`src/rtl/stego_pkg.sv`:
```
// Shared definitions for the steganography engine: FSM state type,
// character/pixel geometry and the LSB-substitution helper.
package stego_pkg;

    localparam int BITS_PER_CHAR = 6;
    localparam int PIXEL_W       = 8;

    typedef enum logic [1:0] {
        IDLE    = 2'd0,
        EMBED   = 2'd1,
        EXTRACT = 2'd2,
        DONE    = 2'd3
    } state_t;

    // Replace the pixel LSB with one secret bit.
    function automatic logic [PIXEL_W-1:0] embed_pixel(
        input logic [PIXEL_W-1:0] pix,
        input logic               bit_val
    );
        return {pix[PIXEL_W-1:1], bit_val};
    endfunction

endpackage

```
`src/rtl/stego_out_reg.sv`:
```
// Single-entry valid/ready output register carrying data plus a last flag.
// A new beat may be loaded when the register is empty or is being drained
// in the same cycle, so back-to-back beats flow at full rate.
module stego_out_reg #(
    parameter int W = 8
) (
    input  logic         clk,
    input  logic         reset,
    input  logic         load,
    input  logic [W-1:0] load_data,
    input  logic         load_last,
    input  logic         ready,
    output logic         valid,
    output logic [W-1:0] data,
    output logic         last,
    output logic         can_load
);

    assign can_load = !valid || ready;

    // Hold the beat until it is taken; data/last never move while stalled.
    always_ff @(posedge clk or negedge reset) begin
        if (!reset) begin
            valid <= 1'b0;
            data  <= '0;
            last  <= 1'b0;
        end else if (load) begin
            valid <= 1'b1;
            data  <= load_data;
            last  <= load_last;
        end else if (ready) begin
            valid <= 1'b0;
        end
    end

endmodule

```
`src/rtl/stego_engine.sv`:
```
// LSB steganography engine. EMBED writes one secret-character bit (LSB
// first) into the LSB of each pixel; EXTRACT rebuilds 6-bit characters from
// six pixel LSBs. Optional macro STEGO_KEY_EN adds a 6-bit XOR key port.
// Handshake rule for every stream: a beat transfers on a rising edge where
// valid and ready are both high; a source keeps valid/data stable until then.
module stego_engine
    import stego_pkg::*;
#(
    parameter int REG_WIDTH = 32
) (
    input  logic                     clk,
    input  logic                     reset,
`ifdef STEGO_KEY_EN
    input  logic [BITS_PER_CHAR-1:0] key,
`endif
    input  logic                     start,
    input  logic                     sgp_mode,
    input  logic                     ps_enb,
    input  logic [REG_WIDTH-1:0]     pixel_size,
    input  logic [REG_WIDTH-1:0]     secret_size,
    input  logic [REG_WIDTH-1:0]     output_size,
    input  logic [PIXEL_W-1:0]       s_pix_tdata,
    input  logic                     s_pix_tvalid,
    output logic                     s_pix_tready,
    input  logic [PIXEL_W-1:0]       s_sec_tdata,
    input  logic                     s_sec_tvalid,
    output logic                     s_sec_tready,
    output logic [PIXEL_W-1:0]       m_out_tdata,
    output logic                     m_out_tvalid,
    input  logic                     m_out_tready,
    output logic                     m_out_tlast,
    output logic                     out_finish,
    output state_t                   dbg_state
);

    localparam logic [REG_WIDTH-1:0] ONE      = REG_WIDTH'(1);
    localparam logic [2:0]           LAST_BIT = 3'(BITS_PER_CHAR - 1);

    state_t                   state, state_nxt;
    logic [REG_WIDTH-1:0]     pixel_size_r, secret_size_r, output_size_r;
    logic [REG_WIDTH-1:0]     pix_cnt, sec_cnt, beat_cnt;
    logic [2:0]               bit_idx;
    logic [BITS_PER_CHAR-1:0] char_reg;
    logic                     char_held;
    logic [BITS_PER_CHAR-1:0] key_v;
    logic [BITS_PER_CHAR-1:0] assembled;
    logic                     busy, char_last;
    logic                     pix_fire, sec_fire;
    logic                     out_load, out_last_in, out_can_load;
    logic [PIXEL_W-1:0]       out_data_in;
    logic                     unused_sec_bits;

`ifdef STEGO_KEY_EN
    assign key_v = key;
`else
    assign key_v = '0;
`endif

    // Only the low six bits of a secret byte carry a character.
    assign unused_sec_bits = ^s_sec_tdata[PIXEL_W-1:BITS_PER_CHAR];

    assign busy      = (state == EMBED) || (state == EXTRACT);
    assign char_last = (bit_idx == LAST_BIT);

    // Pixel intake also stops once every output beat has been produced, so
    // nothing is left stranded in the output register after the last beat.
    assign s_pix_tready = busy && ps_enb
                          && (pix_cnt < pixel_size_r)
                          && (beat_cnt < output_size_r)
                          && out_can_load
                          && ((state == EXTRACT) || char_held);
    assign s_sec_tready = (state == EMBED) && !char_held && (sec_cnt < secret_size_r);
    assign pix_fire     = s_pix_tvalid && s_pix_tready;
    assign sec_fire     = s_sec_tvalid && s_sec_tready;
    assign out_finish   = (state == DONE);
    assign dbg_state    = state;

    // Build the beat to load: embedded pixel, or the completed character.
    always_comb begin
        assembled   = {s_pix_tdata[0], char_reg[BITS_PER_CHAR-2:0]} ^ key_v;
        out_load    = pix_fire && ((state == EMBED) || char_last);
        out_last_in = ((beat_cnt + ONE) == output_size_r);
        if (state == EMBED)
            out_data_in = embed_pixel(s_pix_tdata, char_reg[bit_idx]);
        else
            out_data_in = {{(PIXEL_W-BITS_PER_CHAR){1'b0}}, assembled};
    end

    // FSM state register.
    always_ff @(posedge clk or negedge reset) begin
        if (!reset) state <= IDLE;
        else        state <= state_nxt;
    end

    // FSM next-state: the tlast handshake ends the job; DONE waits for start low.
    always_comb begin
        state_nxt = state;
        case (state)
            IDLE: begin
                if (start) begin
                    if (output_size == '0) state_nxt = DONE;
                    else if (sgp_mode)     state_nxt = EXTRACT;
                    else                   state_nxt = EMBED;
                end
            end
            EMBED, EXTRACT: begin
                if (m_out_tvalid && m_out_tready && m_out_tlast) state_nxt = DONE;
            end
            DONE: begin
                if (!start) state_nxt = IDLE;
            end
            default: state_nxt = IDLE;
        endcase
    end

    // Job sizes, counters and the character being embedded or assembled.
    always_ff @(posedge clk or negedge reset) begin
        if (!reset) begin
            pixel_size_r  <= '0;
            secret_size_r <= '0;
            output_size_r <= '0;
            pix_cnt       <= '0;
            sec_cnt       <= '0;
            beat_cnt      <= '0;
            bit_idx       <= '0;
            char_reg      <= '0;
            char_held     <= 1'b0;
        end else if (state == IDLE && start) begin
            pixel_size_r  <= pixel_size;
            secret_size_r <= secret_size;
            output_size_r <= output_size;
            pix_cnt       <= '0;
            sec_cnt       <= '0;
            beat_cnt      <= '0;
            bit_idx       <= '0;
            char_reg      <= '0;
            char_held     <= 1'b0;
        end else begin
            if (sec_fire) begin
                char_reg  <= s_sec_tdata[BITS_PER_CHAR-1:0] ^ key_v;
                char_held <= 1'b1;
                bit_idx   <= '0;
                sec_cnt   <= sec_cnt + ONE;
            end
            if (pix_fire) begin
                pix_cnt <= pix_cnt + ONE;
                if (state == EXTRACT) char_reg[bit_idx] <= s_pix_tdata[0];
                if (char_last) begin
                    bit_idx <= '0;
                    if (state == EMBED) char_held <= 1'b0;
                end else begin
                    bit_idx <= bit_idx + 3'd1;
                end
            end
            if (out_load) beat_cnt <= beat_cnt + ONE;
        end
    end

    stego_out_reg #(
        .W(PIXEL_W)
    ) u_out_reg (
        .clk       (clk),
        .reset     (reset),
        .load      (out_load),
        .load_data (out_data_in),
        .load_last (out_last_in),
        .ready     (m_out_tready),
        .valid     (m_out_tvalid),
        .data      (m_out_tdata),
        .last      (m_out_tlast),
        .can_load  (out_can_load)
    );

endmodule

```
`config.mk`:
```
export PLATFORM = sky130hd
export DESIGN_NAME = stego_engine
export DESIGN_NICKNAME = d
export VERILOG_FILES = /design/src/rtl/stego_pkg.sv /design/src/rtl/stego_out_reg.sv /design/src/rtl/stego_engine.sv
export SDC_FILE = /design/constraint.sdc
export NUM_CORES = 1
export LEC_CHECK = 0
export BUFFER_PORTS_ARGS = -buffer_cell sky130_fd_sc_hd__buf_2
export CAP_MARGIN = 0
export CORE_MARGIN = 2
export CORE_UTILIZATION = 35
export CTS_CLUSTER_SIZE = 25
export DETAILED_ROUTE_END_ITERATION = 10
export GPL_TIMING_DRIVEN = 0
export HOLD_SLACK_MARGIN = 0.05
export PLACE_DENSITY = 0.63
export SLEW_MARGIN = 40
export SYNTH_ARGS = -nofsm -noshare
export SYNTH_HDL_FRONTEND = slang
export SYNTH_SLANG_ARGS = --single-unit
```
`constraint.sdc`:
```
create_clock -name clk -period 4.1 [get_ports clk]
set_clock_uncertainty 0.15 [all_clocks]
set_input_delay 0.41 -clock clk [delete_from_list [all_inputs] [get_ports clk]]
set_output_delay 0.41 -clock clk [all_outputs]
set_load 0.01 [all_outputs]
```
=== Word-level counts from Yosys, hierarchy flattened ===
Index checks and enable logic that the tools add are counted.

* Bitwise operators: 0
* $mul: 0
* Mux-type cells: 34
* Eq/ne operators: 8
* Div/mod/pow operators: 0
* Add/sub/neg operators: 4
* Shifts and indexed selects: 0
* Order comparisons: 5
* Reduce and logical (&&, ||, !) cells: 29

{| class="wikitable"
|+ Operator list
! operator !! count
|-
| two-way mux 32 bit || 6
|-
| adder 32 x 1 -> 32 bit, second input constant || 3
|-
| less-than comparator 32 bit || 3
|-
| equality test 32 bit || 1
|-
| logical NOT 32 bit || 1
|-
| two-way mux 6 bit || 5
|-
| logical AND 1 bit || 14
|-
| two-way mux 3 bit || 4
|-
| two-way mux 2 bit || 5
|-
| two-way mux 1 bit || 9
|-
| two-way mux 8 bit || 1
|-
| nonzero test 2 bit || 4
|-
| bitwise mux 6 bit || 1
|-
| inequality test 2 bit, second input constant || 3
|-
| case mux 2 bit (3 select lines) || 1
|-
| equality test 2 bit, second input constant || 2
|-
| logical OR 1 bit || 4
|-
| less-than comparator 3 x 4 -> 1 bit, second input constant || 1
|-
| adder 3 x 1 -> 3 bit, second input constant || 1
|-
| binary-select mux 1 bit (select 3 bit) || 1
|-
| demux 1 bit (select 3 bit) || 1
|-
| equality test 3 bit, second input constant || 1
|-
| greater-or-equal comparator 3 x 1 -> 1 bit, second input constant || 1
|-
| AND reduction 3 bit || 1
|-
| other kinds (5) || 6
|}

* Bits in registers: 214
* Logic and storage cells: 93
* ROM bits: 0
* Latch bits: 0
* Input bits: 120
* Memory bits (writable): 0
* Memories kept: 0

=== Logic depth before layout (Yosys ltp) ===
Gate-level depths: netlist (run 1).

* Depth in word-level cells: 11
* Gate-level depth with buffers: 12

=== Hierarchy ===
From an unflattened synthesis (run 1), not the netlist that was laid out.

* Cells, all modules: 1477
* Area total of the unflattened synthesis: 13072.5 um^2

{| class="wikitable"
|+ Modules (own cells, without submodules)
! module !! area each (um^2) !! sequential area each (um^2) !! cells each !! instances
|-
| stego_engine || 12663.4 || 5104.9 || 1455 || 1
|-
| stego_out_reg || 409.1 || 250.2 || 22 || 1
|}

=== Least setup slack after synthesis (run 1) ===
No wires, ideal clock.

* Path kind: flip-flop to flip-flop
* Start point: register state[0], in the netlist dbg_state[0]
* End point: register pix_cnt[31]
* Slack: 869 ps
* Clock period less this slack: 3231 ps
* Cell stages (with the launch flop): 12
* Required time: 3872 ps
* Arrival: 3003 ps
* Library setup time: 78 ps
* Path through: dfrtp_1 -> inv_1 -> ha_1 -> nand2_1 -> nor4_2 -> nand4_1 -> or4b_4 -> nor3_4 -> nand4_2 -> buf_2 -> or4_1 -> a21oi_1

* Word-level cells in the longest chain between the ends: 9
* Elaborated cells between the ends (all ways): 14
* Classes of those cells: 2 x eq/ne; 1 x mux; 11 x reduce/logical

{| class="wikitable"
|+ Ends and longest elaborated chain
! what !! line !! source
|-
| from (decl) || stego_engine.sv:39 || <nowiki>state_t state, state_nxt;</nowiki>
|-
| from (signal assigned) || stego_engine.sv:92 || <nowiki>else state <= state_nxt;</nowiki>
|-
| equality test 2 x 1 -> 1 bit / equality test 2 bit (equally long branches) || stego_engine.sv:62, stego_engine.sv:71 ||
|-
| logical OR 1 bit || stego_engine.sv:62 || <nowiki>assign busy = (state == EMBED) || (state == EXTRACT);</nowiki>
|-
| logical AND 1 bit || stego_engine.sv:67 || <nowiki>assign s_pix_tready = busy && ps_enb</nowiki>
|-
| logical AND 1 bit || stego_engine.sv:68 || <nowiki>&& (pix_cnt < pixel_size_r)</nowiki>
|-
| logical AND 1 bit || stego_engine.sv:69 || <nowiki>&& (beat_cnt < output_size_r)</nowiki>
|-
| logical AND 1 bit || stego_engine.sv:70 || <nowiki>&& out_can_load</nowiki>
|-
| logical AND 1 bit || stego_engine.sv:71 || <nowiki>&& ((state == EXTRACT) || char_held);</nowiki>
|-
| logical AND 1 bit || stego_engine.sv:73 || <nowiki>assign pix_fire = s_pix_tvalid && s_pix_tready;</nowiki>
|-
| nonzero test 2 bit (no line) || - ||
|-
| to (signal assigned) || stego_engine.sv:146 || <nowiki>pix_cnt <= pix_cnt + ONE;</nowiki>
|-
| to (decl) || stego_engine.sv:41 || <nowiki>logic [REG_WIDTH-1:0] pix_cnt, sec_cnt, beat_cnt;</nowiki>
|}

Several ways; a longest one is shown, not always the timed one.
A chain may end at the register's enable or synchronous reset.

=== Worst setup path in the final report (run 1) ===
* Start point: register beat_cnt[30]
* End point: output port s_pix_tready

* Word-level cells in the longest chain between the ends: 4

{| class="wikitable"
|+ Ends and longest elaborated chain
! what !! line !! source
|-
| from (decl) || stego_engine.sv:41 ||
|-
| from (signal assigned) || stego_engine.sv:155 || <nowiki>if (out_load) beat_cnt <= beat_cnt + ONE;</nowiki>
|-
| less-than comparator 32 bit || stego_engine.sv:69 ||
|-
| logical AND 1 bit || stego_engine.sv:69 ||
|-
| logical AND 1 bit || stego_engine.sv:70 ||
|-
| logical AND 1 bit || stego_engine.sv:71 ||
|-
| to (decl) || stego_engine.sv:24 || <nowiki>output logic s_pix_tready,</nowiki>
|}

Every way passes these cells.

==> results of run 1 <==
## synthesized netlist by cell type, types with 16 or more instances
cell	n
and3_1	16
or4_1	21
a21oi_1	117
xor2_1	30
nand2_1	173
nor4_1	19
nor2_1	45
inv_1	117
or3_1	65
nand3_1	48
o31ai_1	17
clkbuf_1	57
o21ai_0	176
nand4_1	56
dfrtp_1	214
ha_1	102
xnor2_1	30
## final timing paths
check	startpoint	to	slack [ps]	depth (start not counted)
worst max register to register	dbg_state[0]	beat_cnt[24]	290	12
worst min-delay path	s_pix_tdata[4]	u_out_reg.data[4]	90	3
min in group asynchronous	reset	secret_size_r[1]	150	2
max in group asynchronous	reset	pixel_size_r[3]	3010	3
worst max-delay path	beat_cnt[30]	s_pix_tready	210	9
worst min register to register	u_out_reg.data[5]	u_out_reg.data[5]	320	2
## layout make-up
cell class	count	area share (%)
inverter	117	2.75
tap	461	3.61
antenna	1	0.0156
timing repair buffer	243	11.4
buffer	60	1.51
multi-input combinational	1055	42.1
clock inverter	6	0.188
clock buffer	41	4.99
sequential	214	33.5
## where the power goes
group | switching, W | internal, W
logic | 0.00175 | 0.00106
clock network | 0.000917 | 0.00132
registers | 0.000308 | 0.00267
total | 0.00297 | 0.00506
## worst max-delay path, cell delays in order, from the launching register on
cell      delay [ps]
dfrtp_1          460
ha_1             340
nand4_1          200
nor4_2           410
nand4_1          230
a31oi_2          410
a311oi_4         140
buf_6            210
and2_1           220
buf_2            160
## layer usage
| layer | track usage, % | vias to the layer above | share of wire [%] |
|---|---|---|---|
| met4 | 6.89 | 2 | 3.5 |
| met2 | 33.5 | 316 | 46 |
| met5 | 0 | - | 0.031 |
| li1 | - | 5725 | - |
| met3 | 3.02 | 62 | 5.4 |
| met1 | 27.3 | 5621 | 45 |
## metrics by stage
stage | total power (W) | utilization [%]
global route | 0.00860 | 44.9
CTS | 0.00806 | 44.7
global placement | 0.00558 | 39.1
floorplan | 0.00474 | -
detailed placement | 0.00570 | 39.4
finish | 0.00803 | 44.9
## what timing repair did
| action | in CTS | in global routing |
|---|---|---|
| hold buffers | 103 | 0 |
| buffers inserted | 0 | 5 |
| pin swaps | 0 | 4 |
| endpoints found under the hold margin | 316 | 0 |
| gates cloned | 0 | 0 |
| endpoints found under the setup margin | 21 | 22 |
| resized for setup | 5 | 9 |
## kinds of logic after synthesis
kind of cell | share of synthesized area (%)
fa+ha+maj | 10.0
simple gates | 20.9
xor+xnor | 4.13
buf+inv | 5.25
compound gates | 16.7
mux | 0.876
flops | 42.1
==> impl_metrics.py, run 1 <==
metrics = {
    "status": {
        "status": "finished, final reports clean",
    },
    "final_layout": {
        "postLayoutCellArea_mm2": 0.0160,
        "synthToLayoutAreaGrowth_pct": 25.8,
        "final_cell_count_no_fill": 2198,
        "post_route_cells_drive_above_1_share_pct": 11.9,
        "final-seq-area_mm2": 0.00536,
        "final.fill_count": 3531,
        "layout.cells.most_common": "dfrtp_1",
        "finish.net_count": 1939,
        "mostFrequentLayoutCells": "dfrtp_1, o21ai_0, nand2_1",
        "multi_input_area_mm2": 0.00673,
    },
    "placement": {
        "gp_routability_congestion": 0.899,
        "placedInstanceArea_mm2": 0.0140,
        "post-place-cells": 2042,
        "place_worst_setup_slack_ps": -292,
        "place_hpwl_mm": 28.2,
        "placement.io_buffers": 132,
    },
    "synthesis": {
        "synth_seq_area_share_pct": 42.1,
        "postSynth.topFlopCell": "dfrtp_1",
        "synthArstFlopShare_pct": 100,
        "synth_cell_types": 60,
        "yosysWarnings": 0,
        "ys_ff_latch": 214,
        "synth_enable_flop_cells": 0,
        "synth_largest_type_area_fraction_pct": 42.1,
        "synth_area_leaders": "dfrtp_1, ha_1, o21ai_0",
        "post_synth.cell_area_avg_um2": 8.79,
        "synth_area_leader_cell": "dfrtp_1",
        "postSynthNetCount": 1668,
        "mappedNetlistArea_mm2": 0.0127,
        "synth_cells": 1446,
    },
    "setup_path": {
        "timing.critical_path.fanout_max": 10,
        "critical_path_class": "flop to output pin",
        "setup.worst_path.end_class": "output pin",
        "arrival_ps": 3330,
        "cp-start-kind": "flop",
        "worst-endpoint-required_ps": 3540,
    },
    "floorplan": {
        "die_area_mm2": 0.0379,
        "floorplan.initialDensity_pct": 35.7,
        "floorplan.die.width_um": 195,
        "dieHeight_um": 195,
        "floorplan.io_pins": 135,
        "coreArea_mm2": 0.0357,
        "placementRows": 69,
    },
    "timing": {
        "worst_hold_slack_ps": 88.0,
        "maxSlewViolCount": 0,
        "final.period_utilization_pct": 95.0,
        "fin_setup_tns_ps": 0,
        "postLayoutSetupSlackWorst_ps": 206,
        "number_of_failing_setup_endpoints_in_the_final_timing_report": 0,
        "rsz0062_at_grt": "false",
        "fmax_ghz": 0.257,
        "worstMarginPinSlew_ps": 827,
        "max_slew_margin_pct": 44.9,
        "timing_hold_violations_final": 0,
        "min_clock_period_post_route_ps": 3890,
    },
    "grt": {
        "wire_length_of_the_first_global_routing_pass_mm": 62.1,
        "global_route.overflow_total": 0,
        "grt_max_degree": 74,
        "track_usage_pct": 20.3,
        "first_global_vias": 11700,
        "grt_antenna_before_repair": 3,
    },
    "detailed_routing": {
        "detail_route.wl_per_cell_um": 17.6,
        "detail_route.iter0.violations": 824,
        "route.detailed.drc": 0,
        "drt_pre_antenna_iters": 5,
        "dr_total_vias": 11700,
        "final_antenna_net_count": 0,
        "drt-vias-per-instance": 5.33,
        "wl_mm": 38.6,
    },
    "power_and_ir_drop": {
        "max-vdd-ir-drop_mv": 0.327,
        "leakagePower_nw": 7.15,
        "total_power_per_unit_cell_area_mw_per_mm2": 502,
    },
    "min_path": {
        "type_of_the_tightest_min_delay_check": "primary input to flop",
    },
    "cts": {
        "htree_levels": 1,
        "clockRootBuffer": "clkbuf_16",
        "num_cts_buffers": 26,
        "cts_sinks": 214,
        "cts_tree": "built",
        "cts_buffer_depth": 3,
        "cts.reportedPaths.clkPinSlew_ps": 60,
        "insertion_delay_ps": 540,
    },
    "job": {
        "maxCapViolations": 0,
    },
}
Power figures use the tool's default switching activity.
==> inputs of run 2 (changes only) <==
==> constraint.sdc (replaced) <==
create_clock -name clk -period 4.1 [get_ports clk]
set_clock_uncertainty 0.15 [all_clocks]
set_input_delay 0.615 -clock clk [delete_from_list [all_inputs] [get_ports clk]]
set_output_delay 0.615 -clock clk [all_outputs]
set_load 0.01 [all_outputs]
==> impl_metrics.py, run 2 (synthesis gave the netlist of run 1 again) <==
metrics = {
    "status": {
        "status": "finished, final reports clean",
    },
    "detailed_routing": {
        "wl_mm": 37.7,
        "final_antenna_net_count": 0,
        "drt-vias-per-instance": 5.42,
        "detail_route.wl_per_cell_um": 18.0,
        "drt_pre_antenna_iters": 5,
        "route.detailed.drc": 0,
        "detail_route.iter0.violations": 924,
        "dr_total_vias": 11400,
    },
    "setup_path": {
        "setup.worst_path.end_class": "output pin",
        "crit_path_top_delay_cell": "dfrtp_1",
        "arrival_ps": 3230,
        "critPathMostFrequentCell": "nand4_1",
        "cp_cell_sequence": "inv_1 > ha_1 > nand4_1 > nor4_4 > nand4_1 > a31oi_4 > a311oi_4 > clkbuf_8 > and2_2 > buf_2",
        "worst-endpoint-required_ps": 3340,
        "timing.critical_path.fanout_max": 10,
        "cp-start-kind": "flop",
        "critical_path_class": "flop to output pin",
        "critPathMaxStageDelay_ps": 420,
    },
    "cts": {
        "cts_sinks": 214,
        "num_cts_buffers": 26,
        "cts.reportedPaths.clkPinSlew_ps": 60,
        "cts_buffer_depth": 3,
        "htree_levels": 1,
        "insertion_delay_ps": 530,
        "cts_tree": "built",
        "clockRootBuffer": "clkbuf_16",
    },
    "grt": {
        "first_global_vias": 11100,
        "global_route.overflow_total": 0,
        "grt_antenna_before_repair": 3,
        "wire_length_of_the_first_global_routing_pass_mm": 60.2,
        "grt_max_degree": 74,
        "track_usage_pct": 19.8,
    },
    "final_layout": {
        "post_route_cells_drive_above_1_share_pct": 13.1,
        "finish.net_count": 1840,
        "final.fill_count": 3607,
        "mostFrequentLayoutCells": "dfrtp_1, o21ai_0, nand2_1",
        "multi_input_area_mm2": 0.00676,
        "final_cell_count_no_fill": 2099,
        "postLayoutCellArea_mm2": 0.0150,
        "core_utilization_of_the_finished_layout_pct": 42.2,
        "layout.cells.most_common": "dfrtp_1",
        "synthToLayoutAreaGrowth_pct": 18.2,
        "final-seq-area_mm2": 0.00536,
    },
    "placement": {
        "post-place-cells": 2042,
        "placement.io_buffers": 132,
        "placedInstanceArea_mm2": 0.0140,
        "gp_routability_congestion": 0.899,
        "place_hpwl_mm": 28.2,
    },
    "timing": {
        "maxSlewViolCount": 0,
        "min_clock_period_post_route_ps": 3990,
        "final.period_utilization_pct": 97.4,
        "max_slew_margin_pct": 46.4,
        "number_of_failing_setup_endpoints_in_the_final_timing_report": 0,
        "timing_hold_violations_final": 0,
        "fmax_ghz": 0.250,
        "worstMarginPinSlew_ps": 804,
    },
    "job": {
        "maxCapViolations": 0,
    },
    "floorplan": {
        "die_area_mm2": 0.0379,
        "floorplan.die.width_um": 195,
        "floorplan.io_pins": 135,
        "dieHeight_um": 195,
        "coreArea_mm2": 0.0357,
        "floorplan.initialDensity_pct": 35.7,
        "placementRows": 69,
    },
    "power_and_ir_drop": {
        "total_power_per_unit_cell_area_mw_per_mm2": 530,
        "leakagePower_nw": 6.75,
        "max-vdd-ir-drop_mv": 0.321,
        "report.power.total_w": 0.00796,
    },
    "min_path": {
        "type_of_the_tightest_min_delay_check": "primary input to flop",
    },
}
## run 2: report_power, final
group | total [W] | switching (W) | internal (W) | leakage, nW
logic | 0.00274 | 0.00174 | 0.00100 | 3.52
registers | 0.00298 | 0.000308 | 0.00267 | 2.81
clock network | 0.00224 | 0.000911 | 0.00133 | 0.415
total | 0.00796 | 0.00296 | 0.00500 | 6.75
## run 2: critical path, delay by kind of cell (launching register included)
family / cells / cell delay, ps
simple gates: 4 / 1070
fa+ha+maj: 1 / 320
flops: 1 / 420
compound gates: 2 / 430
buf+inv: 3 / 460
## run 2: repair_timing
action,CTS,global route
hold buffers,1,0
endpoints found under the hold margin,14,0
buffers inserted,1,7
pin swaps,1,7
resized for setup,8,13
endpoints found under the setup margin,22,30
cloned,0,0
## run 2: final timing paths
check / startpoint / end / slack (ps) / cells after the start
setup / recovery: output_size_r[27] / s_pix_tready / 110 / 10
hold / removal: secret_size[11] / secret_size_r[11] / 130 / 3
setup reg to reg: output_size_r[27] / beat_cnt[1] / 310 / 13
hold reg to reg: u_out_reg.data[5] / u_out_reg.data[5] / 320 / 2
max in group asynchronous: reset / pixel_size_r[3] / 2830 / 3
min in group asynchronous: reset / sec_cnt[4] / 360 / 2
## run 2: metrics by stage
| stage | setup WS [ps] | hold WS [ps] | TNS [ps] |
|---|---|---|---|
| 2_1_floorplan | 869 | 169 | 0 |
| 3_3_place_gp | -1680 | 312 | -355980 |
| 3_5_place_dp | -292 | 315 | -2460 |
| 4_1_cts | -113 | 120 | -113 |
| 5_1_grt | -17.4 | 131 | -17.4 |
| 6_report | 106 | 132 | 0 |
## run 2: final cells by class
cell class	instances	share of cell area [%]
multi-input combinational	1055	45.0
sequential	214	35.6
tap	461	3.84
timing repair buffer	144	5.48
buffer	60	1.63
inverter	117	2.92
antenna	1	0.0166
clock inverter	6	0.200
clock buffer	41	5.31
## run 2: per-layer routing
layer	vias up	track usage [%]	wire length (µm)
met5	-	0	12
met3	67	3.18	2040
met2	293	31.8	17200
met4	2	6.84	1430
met1	5475	27.1	17000
li1	5530	-	-
